**src/rtl/nand_pkg.sv**
```systemverilog
// Shared opcode and FSM state definitions for the bit-serial NAND logic unit.
package nand_pkg;

    localparam logic [1:0] OP_AND  = 2'b00;
    localparam logic [1:0] OP_NAND = 2'b01;
    localparam logic [1:0] OP_OR   = 2'b10;
    localparam logic [1:0] OP_XOR  = 2'b11;

    typedef enum logic [1:0] {
        ST_IDLE = 2'd0,
        ST_RUN  = 2'd1,
        ST_DONE = 2'd2
    } state_t;

    // Bit-index counter width; a 1-bit operand still needs a 1-bit counter.
    function automatic int cnt_width(input int width);
        return (width > 1) ? $clog2(width) : 1;
    endfunction

endpackage

```
**src/rtl/nand_bit_alu.sv**
```systemverilog
// One-bit AND/NAND/OR/XOR unit with a NAND-built 4:1 opcode mux.
module nand_bit_alu (
    input  logic       a,
    input  logic       b,
    input  logic [1:0] op,
    output logic       r
);

    logic n_ab, and_r, a_n, b_n, or_r, x_p, x_q, xor_r;
    logic op0_n, op1_n, m0_a, m0_b, mux0, m1_a, m1_b, mux1, m2_a, m2_b;

    nand_cell u_nab  (.a(a),     .b(b),     .y(n_ab));
    nand_cell u_and  (.a(n_ab),  .b(n_ab),  .y(and_r));
    nand_cell u_inva (.a(a),     .b(a),     .y(a_n));
    nand_cell u_invb (.a(b),     .b(b),     .y(b_n));
    nand_cell u_or   (.a(a_n),   .b(b_n),   .y(or_r));
    nand_cell u_xp   (.a(a),     .b(n_ab),  .y(x_p));
    nand_cell u_xq   (.a(b),     .b(n_ab),  .y(x_q));
    nand_cell u_xor  (.a(x_p),   .b(x_q),   .y(xor_r));

    // op[0] picks within each pair (AND/NAND, OR/XOR), op[1] picks the pair.
    nand_cell u_ninv0 (.a(op[0]), .b(op[0]), .y(op0_n));
    nand_cell u_ninv1 (.a(op[1]), .b(op[1]), .y(op1_n));

    nand_cell u_m0a (.a(and_r), .b(op0_n), .y(m0_a));
    nand_cell u_m0b (.a(n_ab),  .b(op[0]), .y(m0_b));
    nand_cell u_m0  (.a(m0_a),  .b(m0_b),  .y(mux0));

    nand_cell u_m1a (.a(or_r),  .b(op0_n), .y(m1_a));
    nand_cell u_m1b (.a(xor_r), .b(op[0]), .y(m1_b));
    nand_cell u_m1  (.a(m1_a),  .b(m1_b),  .y(mux1));

    nand_cell u_m2a (.a(mux0),  .b(op1_n), .y(m2_a));
    nand_cell u_m2b (.a(mux1),  .b(op[1]), .y(m2_b));
    nand_cell u_m2  (.a(m2_a),  .b(m2_b),  .y(r));

endmodule

```
**src/rtl/nand_cell.sv**
```systemverilog
// Two-input NAND wrapper; the only logic cell used in the bit datapath.
module nand_cell (
    input  logic a,
    input  logic b,
    output logic y
);

    nand g_nand (y, a, b);

endmodule

```
**src/rtl/nand_serial_logic_unit.sv**
```systemverilog
// Bit-serial AND/NAND/OR/XOR unit: LSB-first evaluation on a NAND-only bit datapath,
// with valid/ready handshakes on operands and result.
//
//   state   | meaning
//   IDLE    | waiting for operands, in_ready=1
//   RUN     | one result bit per clock, WIDTH clocks
//   DONE    | result and flags held until out_ready
module nand_serial_logic_unit
    import nand_pkg::*;
#(
    parameter int WIDTH = 8
) (
    input  logic             clk,
    input  logic             rst_n,
    input  logic             in_valid,
    output logic             in_ready,
    input  logic [WIDTH-1:0] a,
    input  logic [WIDTH-1:0] b,
    input  logic [1:0]       op,
    output logic             out_valid,
    input  logic             out_ready,
    output logic [WIDTH-1:0] y,
    output logic             red_and,
    output logic             red_or
);

    localparam int CNT_W = cnt_width(WIDTH);

    state_t             state, state_nxt;
    logic [CNT_W-1:0]   cnt;
    logic [WIDTH-1:0]   a_sh, b_sh, y_upd;
    logic [1:0]         op_q;
    logic               bit_r, last_bit, accept;

    nand_bit_alu u_alu (
        .a  (a_sh[0]),
        .b  (b_sh[0]),
        .op (op_q),
        .r  (bit_r)
    );

    // Result bits shift in from the MSB, so after WIDTH edges bit 0 holds the first result.
    generate
        if (WIDTH == 1) begin : g_y1
            assign y_upd = bit_r;
        end else begin : g_yn
            assign y_upd = {bit_r, y[WIDTH-1:1]};
        end
    endgenerate

    assign last_bit = (cnt == CNT_W'(WIDTH - 1));
    assign accept   = in_valid && in_ready;

    always_ff @(posedge clk) begin
        if (!rst_n) state <= ST_IDLE;
        else        state <= state_nxt;
    end

    always_comb begin
        state_nxt = state;
        case (state)
            ST_IDLE: if (accept)    state_nxt = ST_RUN;
            ST_RUN:  if (last_bit)  state_nxt = ST_DONE;
            ST_DONE: if (out_ready) state_nxt = ST_IDLE;
            default:                state_nxt = ST_IDLE;
        endcase
    end

    always_comb begin
        in_ready  = (state == ST_IDLE);
        out_valid = (state == ST_DONE);
    end

    always_ff @(posedge clk) begin
        if (!rst_n) begin
            cnt     <= '0;
            a_sh    <= '0;
            b_sh    <= '0;
            op_q    <= '0;
            y       <= '0;
            red_and <= 1'b0;
            red_or  <= 1'b0;
        end else begin
            case (state)
                ST_IDLE: begin
                    if (accept) begin
                        a_sh <= a;
                        b_sh <= b;
                        op_q <= op;
                        cnt  <= '0;
                        y    <= '0;
                    end
                end
                ST_RUN: begin
                    a_sh <= a_sh >> 1;
                    b_sh <= b_sh >> 1;
                    cnt  <= cnt + CNT_W'(1);
                    y    <= y_upd;
                    if (last_bit) begin
                        red_and <= &y_upd;
                        red_or  <= |y_upd;
                    end
                end
                default: ;
            endcase
        end
    end

endmodule

```
**config.mk**
```make
export PLATFORM = sky130hd
export DESIGN_NAME = nand_serial_logic_unit
export DESIGN_NICKNAME = d
export VERILOG_FILES = /design/src/rtl/nand_pkg.sv /design/src/rtl/nand_bit_alu.sv /design/src/rtl/nand_cell.sv /design/src/rtl/nand_serial_logic_unit.sv
export SDC_FILE = /design/constraint.sdc
export NUM_CORES = 1
export LEC_CHECK = 0
export ABC_AREA = 1
export ABC_CLOCK_PERIOD_IN_PS = 2400
export CORE_MARGIN = 3
export CORE_UTILIZATION = 54
export CTS_CLUSTER_SIZE = 20
export DETAILED_ROUTE_END_ITERATION = 10
export PLACE_DENSITY_LB_ADDON = 0.1
export SYNTH_ARGS = -nofsm -noshare
export SYNTH_HDL_FRONTEND = slang
export SYNTH_SLANG_ARGS = --single-unit
export TNS_END_PERCENT = 5
```
**constraint.sdc**
```tcl
create_clock -name clk -period 2.4 [get_ports clk]
set_input_delay 0.24 -clock clk [delete_from_list [all_inputs] [get_ports clk]]
set_output_delay 0.24 -clock clk [all_outputs]
set_load 0.02 [all_outputs]
```
==> summary.md <==
| Metric | Value |
|---|---|
| Drt wl/cell | 10.86 µm |
| Die footprint | 3627 µm² |
| Adder-cell share of the synthesized area | 3.152% |
| Worst min path class | reg2reg |
| Hpwl dp | 2074 µm |
| Largest net degree at the start of global routing | 28 |
| Vias | 1,398 |
| Hold-fix buffers, CTS | 0 |
| DRT iter0 DRCs | 44 |
| Max-cap violations | 0 |
| Comb pwr share | 18.0% |
| Largest cells by area after synthesis | dfxtp_1 42%, nand2_1 18%, nor2_1 7.8% |
| Port Buffers | 33 |
| Switching share of power | 27.46% |
| Period utilization | 72.82% |
| Worst EP arrival | 1510 ps |
| Vias per Instance | 4.923 |
| Core Util, Final | 69.86% |
| Critical Path Fanout Max | 2 |
| CP required | 2160 ps |
| Initial Util | 57.09% |
| Mapped cell area | 1588 µm² |
| H-tree levels | 2 |
| Vias in the first global route | 1,204 |
| Root Buffer | clkbuf_4 |
| Num ports | 34 |
| Most common cell after layout, fill and taps aside | nand2_1 |
| # rows | 19 |
| Max clock buf depth | 2 |
| Yosys reg bits | 33 |
| Final #Nets | 279 |
| Area leader, netlist | dfxtp_1 |
| Width of the die | 60.23 µm |
| Chip height | 60.23 µm |
| Mux cell area share after synthesis | 0% |
| Slowest cell on the critical path | clkdlybuf4s50_1 |
| Fmax | 0.5722 GHz |
| Sw power | 304.8 µW |
| Clock Latency Late Sink | 320 ps |
| Worst Tran Pin Value | 578.1 ps |
| Part of the power in the clock network | 27.7% |
| Proportion of layout cells with a drive suffix above 1 | 11.46% |
| Post CTS Setup Buffer Count | 0 |
| ANT cells | 0 |
| Placer Congestion | 0.7485 |
| Kind of critical path | reg2out |
| Cell variety after synth | 24 |
| Seq. cell area | 660.6 µm² |
| Synth top area share | 41.61% |
| Max incr delay on CP | 620 ps |
| Final worst slack | 652.2 ps |
| Crit. End Element | output pin |
| Total CTS buffers | 5 |
| Core box area | 2781 µm² |
| Initial antenna violation count | 0 |
| RSZ-0062 raised after global routing | no |
| Synth Area in XOR/XNOR | 0% |
| Cell count after synthesis | 221 |
| Post-synth net total | 247 |
| PD cells | 571.3 nW/µm² |
| Final Max Tran Viols | 0 |
| Fillcell total | 251 |
| Final hold violations | 0 |
| Total Power | 1110 µW |
| Buffers and inverters on the worst path | 2 |
| First-pass GRT wire length | 5133 µm |
| Clock sink count | 33 |
| Post-synthesis simple-gate area fraction | 33.65% |
| Most frequent cells in the layout | 75 x nand2_1, 33 x nor2_1, 33 x dfxtp_1, 33 x clkdlybuf4s50_1, 18 x o21ai_0 |
| Combinational family with the most area after synthesis | simple AND/OR/NAND/NOR gates |
| Rel. slew slack | 61.42% |
| Total routed wirelength | 3084 µm |
| Total track usage | 19.08% |
| Sequential share of the synthesized area | 41.61% |
| DRT antenna net count | 0 |
| Final setup viols | 0 |
| Fin crit period | 1748 ps |
| Multi-input logic area | 792.0 µm² |
| Startpoint types | register |
| Register share of total power | 54.3% |
| DR pass1 iterations | 4 |
| P_int | 805.3 µW |
| Clk_skew | 7.042 ps |
| DP Area | 1888 µm² |
| Status | finished, final reports clean |
| Grt total ovfl | 0 |
| DR DRC count | 0 |
| CTS tree | done |
| Setup_tns | 0 ps |
| Leakage | 0.0008035 µW |
| Pre-CTS setup slack | 912.6 ps |
| Compound-Gate Fraction of Synth Area | 13.08% |
| YS warnings | 0 |
| Clk pin slew, worst setup/hold paths | 90 ps |
| Max VDD drop | 0.5980 mV |
| Synthesized area per cell | 7.184 µm² |
| Worst-path cell chain | inv_1 -> nor2_1 -> clkdlybuf4s50_1 |
| CP delay by family, top | buffers and inverters |
| CTS resizes | 0 |
| Synth-to-Final Area Change | 22.38% |
| Final instance area | 1943 µm² |
==> power by group through the flow <==
stage / clock (µW) / combinational (µW) / sequential, µW
floorplan: 0 / 153 / 613
global placement: 0 / 198 / 615
detailed placement: 0 / 202 / 615
CTS: 317 / 203 / 603
global route: 344 / 228 / 608
finish: 308 / 199 / 603
==> cells in the mapped netlist <==
cell	count
a21oi_1	12
a21oi_2	6
buf_12	1
buf_2	2
buf_4	2
buf_6	2
clkbuf_1	1
clkbuf_2	1
dfxtp_1	33
ha_1	4
inv_1	11
inv_4	1
inv_8	1
nand2_1	75
nand2_2	6
nand2_4	2
nand2_8	1
nand3_1	1
nand3b_1	1
nor2_1	33
nor2_2	5
nor3_1	1
o21ai_0	18
o21ai_1	1
==> worst reg2reg max path: stages (launching register included) <==
cell	delay, ps
dfxtp_1	420
nand2_4	190
inv_4	270
nand2_1	150
nor2_1	130
nand2_1	50
a21oi_1	110
==> flip-flops by register name, indices dropped and copies added (netlist names) <==
name,flops
red_and,1
b_sh,8
y,8
cnt,3
a_sh,8
red_or,1
state,2
op_q,2
==> stage by stage <==
step	cells	hold slack, ps
2_1_floorplan	221	387.3
3_3_place_gp	277	443.3
3_5_place_dp	277	448.5
4_1_cts	284	455.7
5_1_grt	284	475.3
6_report	284	463.0
==> logic make-up (layout without fill, tap and decap cells) <==
| kind of cell | after synthesis | in the layout |
|---|---|---|
| flops | 33 | 33 |
| simple gates | 125 | 125 |
| buf+inv | 22 | 54 |
| compound gates | 37 | 37 |
| fa+ha+maj | 4 | 4 |
==> cell type report <==
cell class,instances,area share [%]
multi-input cells,166,40.76
inverters,13,3.026
well taps,31,1.996
clock buffers,7,2.833
repair buffers,34,17.39
flip-flops and latches,33,34.00
==> final timing paths <==
| check | start | end | slack, ps | cells past startpoint |
|---|---|---|---|---|
| setup reg to reg | state[0] | red_and | 1010 | 6 |
| setup / recovery | state[1] | out_valid | 650 | 3 |
| hold / removal | cnt[0] | cnt[0] | 460 | 1 |
| hold reg to reg | cnt[0] | cnt[0] | 460 | 1 |
==> routing by layer <==
metal  wire [µm]  vias to the layer above  share of wire [%]  GRT usage, %
li1            -                      751                  -             -
met1        1508                      614                 49         23.85
met2        1401                       27                 45         30.25
met3         121                        6                3.9         6.048
met4          51                        0                1.7         7.595
met5           0                        -                  0             0
No activity file was read; power rests on OpenSTA's default activity.
